`src/rtl/control_unit_if.sv`:
```
// Control-signal interface between the microcoded sequencer and the
// 8-bit bus computer datapath.
//
// Signalling: there is no valid/ready pair. The master drives a complete
// control word every cycle; it is valid from the rising edge that entered
// the current microstep until the next rising edge. The slave samples it
// on that next edge. irval/cf/zf flow from the datapath back to the master
// and are treated as always valid.
interface control_unit_if #(
    parameter int N = 8,
    parameter int S = 3
);
    logic [N-1:0] irval;
    logic         cf;
    logic         zf;
    logic [S-1:0] stepval;
    logic         halted;
    logic         hlt, mi, ri, ro, io, ii, ai, ao;
    logic         eo, su, bi, oi, ce, co, j, fi;

    modport master (
        input  irval, cf, zf,
        output stepval, halted,
        output hlt, mi, ri, ro, io, ii, ai, ao,
        output eo, su, bi, oi, ce, co, j, fi
    );

    modport slave (
        output irval, cf, zf,
        input  stepval, halted,
        input  hlt, mi, ri, ro, io, ii, ai, ao,
        input  eo, su, bi, oi, ce, co, j, fi
    );
endinterface

```
`src/rtl/control_unit.sv`:
```
// Microcoded sequencer for the 8-bit bus computer. A microstep counter and
// a halted bit form the only state; the control word is decoded
// combinationally from step, opcode, flags, halted, prog and clr_.
module control_unit #(
    parameter int N = 8,
    parameter int S = 3
) (
    input  logic            clk,
    input  logic            clr_,
    input  logic            prog,
    control_unit_if.master  bus
);
    typedef enum logic [S-1:0] {
        T0 = 0,
        T1 = 1,
        T2 = 2,
        T3 = 3,
        T4 = 4
    } step_t;

    localparam logic [3:0] OP_LDA = 4'h1;
    localparam logic [3:0] OP_ADD = 4'h2;
    localparam logic [3:0] OP_SUB = 4'h3;
    localparam logic [3:0] OP_STA = 4'h4;
    localparam logic [3:0] OP_LDI = 4'h5;
    localparam logic [3:0] OP_JMP = 4'h6;
    localparam logic [3:0] OP_JC  = 4'h7;
    localparam logic [3:0] OP_JZ  = 4'h8;
    localparam logic [3:0] OP_OUT = 4'hE;
    localparam logic [3:0] OP_HLT = 4'hF;

    // Bit positions of each line inside the packed control word.
    localparam int B_HLT = 15;
    localparam int B_MI  = 14;
    localparam int B_RI  = 13;
    localparam int B_RO  = 12;
    localparam int B_IO  = 11;
    localparam int B_II  = 10;
    localparam int B_AI  = 9;
    localparam int B_AO  = 8;
    localparam int B_EO  = 7;
    localparam int B_SU  = 6;
    localparam int B_BI  = 5;
    localparam int B_OI  = 4;
    localparam int B_CE  = 3;
    localparam int B_CO  = 2;
    localparam int B_J   = 1;
    localparam int B_FI  = 0;

    step_t       step, step_next;
    logic        halted, halted_next;
    logic [3:0]  opcode;
    step_t       last_step;
    logic [15:0] cw;

    assign opcode = bus.irval[N-1 -: 4];

    // Final microstep of the current opcode; the counter wraps after it.
    always_comb begin
        last_step = T2;
        case (opcode)
            OP_LDA, OP_STA: last_step = T3;
            OP_ADD, OP_SUB: last_step = T4;
            default:        last_step = T2;
        endcase
    end

    // State register: step counter and halted bit, cleared asynchronously.
    always_ff @(posedge clk or negedge clr_) begin
        if (!clr_) begin
            step   <= T0;
            halted <= 1'b0;
        end else begin
            step   <= step_next;
            halted <= halted_next;
        end
    end

    // Next-state: park at step 0 in program mode, freeze while halted,
    // latch halt at step 2 of HLT, otherwise advance and wrap.
    always_comb begin
        step_next   = step;
        halted_next = halted;
        if (!prog) begin
            step_next = T0;
        end else if (!halted) begin
            if (step == T2 && opcode == OP_HLT) begin
                halted_next = 1'b1;
            end else if (step >= last_step) begin
                step_next = T0;
            end else begin
                step_next = step_t'(step + 1'b1);
            end
        end
    end

    // Control word decode; everything is forced low during reset and in
    // program mode so manual RAM loading is never disturbed.
    always_comb begin
        cw = '0;
        if (clr_ && prog) begin
            if (halted) begin
                cw[B_HLT] = 1'b1;
            end else begin
                case (step)
                    T0: begin
                        cw[B_CO] = 1'b1;
                        cw[B_MI] = 1'b1;
                    end
                    T1: begin
                        cw[B_RO] = 1'b1;
                        cw[B_II] = 1'b1;
                        cw[B_CE] = 1'b1;
                    end
                    T2: begin
                        case (opcode)
                            OP_LDA, OP_ADD, OP_SUB, OP_STA: begin
                                cw[B_IO] = 1'b1;
                                cw[B_MI] = 1'b1;
                            end
                            OP_LDI: begin
                                cw[B_IO] = 1'b1;
                                cw[B_AI] = 1'b1;
                            end
                            OP_JMP: begin
                                cw[B_IO] = 1'b1;
                                cw[B_J]  = 1'b1;
                            end
                            OP_JC: begin
                                cw[B_IO] = 1'b1;
                                cw[B_J]  = bus.cf;
                            end
                            OP_JZ: begin
                                cw[B_IO] = 1'b1;
                                cw[B_J]  = bus.zf;
                            end
                            OP_OUT: begin
                                cw[B_AO] = 1'b1;
                                cw[B_OI] = 1'b1;
                            end
                            OP_HLT: cw[B_HLT] = 1'b1;
                            default: cw = '0;
                        endcase
                    end
                    T3: begin
                        case (opcode)
                            OP_LDA: begin
                                cw[B_RO] = 1'b1;
                                cw[B_AI] = 1'b1;
                            end
                            OP_ADD, OP_SUB: begin
                                cw[B_RO] = 1'b1;
                                cw[B_BI] = 1'b1;
                            end
                            OP_STA: begin
                                cw[B_AO] = 1'b1;
                                cw[B_RI] = 1'b1;
                            end
                            default: cw = '0;
                        endcase
                    end
                    T4: begin
                        if (opcode == OP_ADD || opcode == OP_SUB) begin
                            cw[B_EO] = 1'b1;
                            cw[B_AI] = 1'b1;
                            cw[B_FI] = 1'b1;
                            cw[B_SU] = (opcode == OP_SUB);
                        end
                    end
                    default: cw = '0;
                endcase
            end
        end
    end

    assign bus.stepval = step;
    assign bus.halted  = halted;
    assign bus.hlt     = cw[B_HLT];
    assign bus.mi      = cw[B_MI];
    assign bus.ri      = cw[B_RI];
    assign bus.ro      = cw[B_RO];
    assign bus.io      = cw[B_IO];
    assign bus.ii      = cw[B_II];
    assign bus.ai      = cw[B_AI];
    assign bus.ao      = cw[B_AO];
    assign bus.eo      = cw[B_EO];
    assign bus.su      = cw[B_SU];
    assign bus.bi      = cw[B_BI];
    assign bus.oi      = cw[B_OI];
    assign bus.ce      = cw[B_CE];
    assign bus.co      = cw[B_CO];
    assign bus.j       = cw[B_J];
    assign bus.fi      = cw[B_FI];
endmodule

```
`src/flat_wrapper.sv`:
```
// flat-port wrapper written by rule: the top's interface ports become plain ports
module control_unit_flat 
#(
    parameter int N = 8,
    parameter int S = 3
)
  (clk, clr_, prog, bus_irval, bus_cf, bus_zf, bus_stepval, bus_halted, bus_hlt, bus_mi, bus_ri, bus_ro, bus_io, bus_ii, bus_ai, bus_ao, bus_eo, bus_su, bus_bi, bus_oi, bus_ce, bus_co, bus_j, bus_fi);
  control_unit_if #(.N(N), .S(S)) bus_i ();
  input  logic clk;
  input  logic clr_;
  input  logic prog;
  input wire logic [$bits(bus_i.irval)-1:0] bus_irval;
  input wire logic [$bits(bus_i.cf)-1:0] bus_cf;
  input wire logic [$bits(bus_i.zf)-1:0] bus_zf;
  output wire logic [$bits(bus_i.stepval)-1:0] bus_stepval;
  output wire logic [$bits(bus_i.halted)-1:0] bus_halted;
  output wire logic [$bits(bus_i.hlt)-1:0] bus_hlt;
  output wire logic [$bits(bus_i.mi)-1:0] bus_mi;
  output wire logic [$bits(bus_i.ri)-1:0] bus_ri;
  output wire logic [$bits(bus_i.ro)-1:0] bus_ro;
  output wire logic [$bits(bus_i.io)-1:0] bus_io;
  output wire logic [$bits(bus_i.ii)-1:0] bus_ii;
  output wire logic [$bits(bus_i.ai)-1:0] bus_ai;
  output wire logic [$bits(bus_i.ao)-1:0] bus_ao;
  output wire logic [$bits(bus_i.eo)-1:0] bus_eo;
  output wire logic [$bits(bus_i.su)-1:0] bus_su;
  output wire logic [$bits(bus_i.bi)-1:0] bus_bi;
  output wire logic [$bits(bus_i.oi)-1:0] bus_oi;
  output wire logic [$bits(bus_i.ce)-1:0] bus_ce;
  output wire logic [$bits(bus_i.co)-1:0] bus_co;
  output wire logic [$bits(bus_i.j)-1:0] bus_j;
  output wire logic [$bits(bus_i.fi)-1:0] bus_fi;
  assign bus_i.irval = bus_irval;
  assign bus_i.cf = bus_cf;
  assign bus_i.zf = bus_zf;
  assign bus_stepval = bus_i.stepval;
  assign bus_halted = bus_i.halted;
  assign bus_hlt = bus_i.hlt;
  assign bus_mi = bus_i.mi;
  assign bus_ri = bus_i.ri;
  assign bus_ro = bus_i.ro;
  assign bus_io = bus_i.io;
  assign bus_ii = bus_i.ii;
  assign bus_ai = bus_i.ai;
  assign bus_ao = bus_i.ao;
  assign bus_eo = bus_i.eo;
  assign bus_su = bus_i.su;
  assign bus_bi = bus_i.bi;
  assign bus_oi = bus_i.oi;
  assign bus_ce = bus_i.ce;
  assign bus_co = bus_i.co;
  assign bus_j = bus_i.j;
  assign bus_fi = bus_i.fi;
  control_unit #(.N(N), .S(S)) u_core (.clk(clk), .clr_(clr_), .prog(prog), .bus(bus_i));
endmodule
```
`config.mk`:
```
export PLATFORM = sky130hd
export DESIGN_NAME = control_unit_flat
export DESIGN_NICKNAME = d
export VERILOG_FILES = /design/src/rtl/control_unit_if.sv /design/src/rtl/control_unit.sv /design/src/flat_wrapper.sv
export SDC_FILE = /design/constraint.sdc
export NUM_CORES = 1
export LEC_CHECK = 0
export ABC_AREA = 0
export BUFFER_PORTS_ARGS = -buffer_cell sky130_fd_sc_hd__buf_4
export CORE_MARGIN = 2
export CORE_UTILIZATION = 40
export DETAILED_ROUTE_END_ITERATION = 16
export PLACE_DENSITY = 0.77
export SKIP_CTS_REPAIR_TIMING = 1
export SKIP_LAST_GASP = 1
export SLEW_MARGIN = 0
export SYNTH_ARGS = -nofsm -noshare
export SYNTH_HDL_FRONTEND = slang
export SYNTH_SLANG_ARGS = --single-unit
```
`constraint.sdc`:
```
create_clock -name clk -period 1.4 [get_ports clk]
set_input_delay 0.07 -clock clk [delete_from_list [all_inputs] [get_ports clk]]
set_output_delay 0.07 -clock clk [all_outputs]
set_load 0.005 [all_outputs]
```
==> metrics.txt <==
Via density=5.94; Clock Root Buffer=clkbuf_4; DRT Wirelength=3.29 mm; Crit. End Element=primary output; first-pass GRT wire length=3.11 mm; Leakage Power=0.656 nW; CP startpoint kind=register; clk buf depth=2; RR Endpoint=u_core.bus.stepval[1]; Hold Path Stages=2; Final nets=167; Top FF cell, synth=dfrtp_1; Synth top cells by count=ha_1 (8), nand2_1 (7), nor2_1 (7); Flop pwr share=12.8%; Pwr Density=1350 nW/µm²; final setup fails=20; failing checks=negative setup slack; Max Fclk=535 MHz; Final Non-Filler Cells=160; post-synth top area cell=dfrtp_1; via count of the first global-routing pass=759; DRT Pass-1 Iters=4; ANT cells=0; DRT iter0 DRCs=16; CP Class=reg -> out; Post-DRT Antenna Nets=0; # placed instances=144; WHS Endpoint=u_core.bus.halted; fin crit period=1.87 ns; share of layout cells above drive strength 1=71.5%; Synthesized Nets=106; via count=950; Synth top area share=15.2%; Overflow after GRT=0; r2r setup slk=-0.24 ns; Worst Hold Launch=prog; initial antenna violation count=0; Peak VDD IR=1.08 mV; row cnt=14; Total GRT Usage=21.1%; synthesized flop and latch total=4; Comb power frac=78.7%; Sw Share=42.5%; Slew @ Worst Pin=0.569 ns; clock network fraction of total power=8.4%; internal power=1.11 mW; Area Overhead vs Synth=117%; Final Instance Area=1430 µm²; R2R depth=8; GPL Wtd Cong=0.816; Syn. warnings=0; chip height=44.6 µm; clock-pin slew on the worst setup and hold paths=0.05 ns; die width=44.6 µm; CTS tree=done; CTS sink count=4; Synth Instances=85; port bufs=28; max_slew headroom=61.8%; Layout Skew=0.00643 ns; post-synthesis sequential area ratio=15.2%; placed cell area=1040 µm²; Synth Cell Area=658 µm²; crit path DAT=1.80 ns; most instantiated library cell after synthesis=ha_1; HP Class=in -> reg; die area=1990 µm²; Final Slew Violations=0; Mean Syn Cell Area=7.74 µm²; DRC Markers=0; NetSw=0.818 mW; status=finished with violations; DP HPWL=1.55 mm; CP required=1.33 ns; H-tree level count=1; endpoints failing hold=0; RSZ-0062 raised after global routing=yes; IO Count=33; Yosys cell types=33; reg-to-reg critical path startpoint=u_core.bus.stepval[0]; top post-synthesis cells by area=dfrtp_1 (15%), ha_1 (15%), nor3_1 (4.6%); maxcap violations=0; Initial Utilization=43.2%; Placeable Area=1520 µm²; WL/cell=20.6 µm; worst setup margin=-0.470 ns; ys async rst share=100%; Crit Path Max Fanout=4; EDFF count, synth=0; largest net degree at the start of global routing=11; worst skew pair latency=0.25 ns; Tcrit/Tclk final=134%; total CTS buffers=3
layout make-up:
cell class | instances | area [µm²]
well taps | 16 | 20.0
flip-flops and latches | 4 | 104
inverters | 6 | 25.0
clock buffers | 3 | 22.5
repair buffers | 64 | 520
multi-input cells | 67 | 734
fillers | 44 | 97.6
routing by layer:
layer | GRT usage [%] | up-vias | part of all wire (%)
li1 | - | 420 | -
met1 | 25.1 | 453 | 36
met2 | 37.1 | 56 | 53
met3 | 2.04 | 21 | 5.2
met4 | 10.3 | 0 | 5.0
met5 | 0 | - | 0
how the worst max path moves through the flow:
stage	cells after the start	endpoint	start	slack, ns
floorplan	7	u_core.bus.stepval[2]	bus_irval[6]	-0.04
global placement	7	u_core.bus.stepval[2]	bus_irval[6]	-0.14
detailed placement	7	u_core.bus.stepval[2]	bus_irval[6]	-0.22
CTS	6	bus_ai	u_core.bus.stepval[0]	-0.42
global route	6	bus_ao	u_core.bus.stepval[1]	-0.50
finish	6	bus_ao	u_core.bus.stepval[1]	-0.47
cells by family (layout without fill, tap and decap cells):
| family | after synthesis | in the layout | synth area share, % |
|---|---|---|---|
| mux | 2 | 2 | 3.04 |
| compound gates | 15 | 15 | 16.5 |
| flops | 4 | 4 | 15.2 |
| fa+ha+maj | 8 | 8 | 15.2 |
| xor+xnor | 2 | 2 | 2.66 |
| simple gates | 40 | 40 | 34.8 |
| buf+inv | 14 | 73 | 12.5 |
state kept, by name (all words and copies together) (netlist names):
signal,count
u_core.bus.halted,1
u_core.bus.stepval,3
metrics by stage:
step	hold slack, ns	TNS, ns	power (mW)	util (%)	worst slack, ns
2_1_floorplan	-0.226	-0.0444	0.639	-	-0.0384
3_3_place_gp	-0.124	-0.457	1.03	68.3	-0.138
3_5_place_dp	-0.123	-0.693	1.05	68.3	-0.219
4_1_cts	-0.376	-3.65	1.20	69.8	-0.421
5_1_grt	0.137	-6.02	2.02	93.6	-0.502
6_report	0.135	-4.85	1.92	93.6	-0.470
layout by cell type, fill, tap and decap left out, types with 3 or more instances in the layout:
| master | n |
|---|---|
| nor2_1 | 6 |
| ha_4 | 8 |
| nand2_1 | 3 |
| buf_6 | 10 |
| nand3b_1 | 3 |
| dfrtp_2 | 3 |
| nand3_1 | 3 |
| clkbuf_4 | 3 |
| nor3_1 | 3 |
| and3_1 | 3 |
| buf_4 | 53 |
| inv_1 | 3 |
| nand2_4 | 3 |
power groups by stage:
stage,Sequential [mW],Clock (mW),Combinational [mW]
finish,0.247,0.162,1.52
global route,0.253,0.168,1.60
CTS,0.217,0.151,0.834
detailed placement,0.217,0,0.831
global placement,0.215,0,0.812
floorplan,0.225,0,0.414
worst max-delay path, cell delays in order, from the launching register on:
cell	delay (ns)
dfrtp_2	0.43
ha_4	0.17
ha_4	0.16
nor3b_1	0.30
a31oi_1	0.10
nor3_1	0.22
buf_4	0.16
No activity file was read; power rests on OpenSTA's default activity.
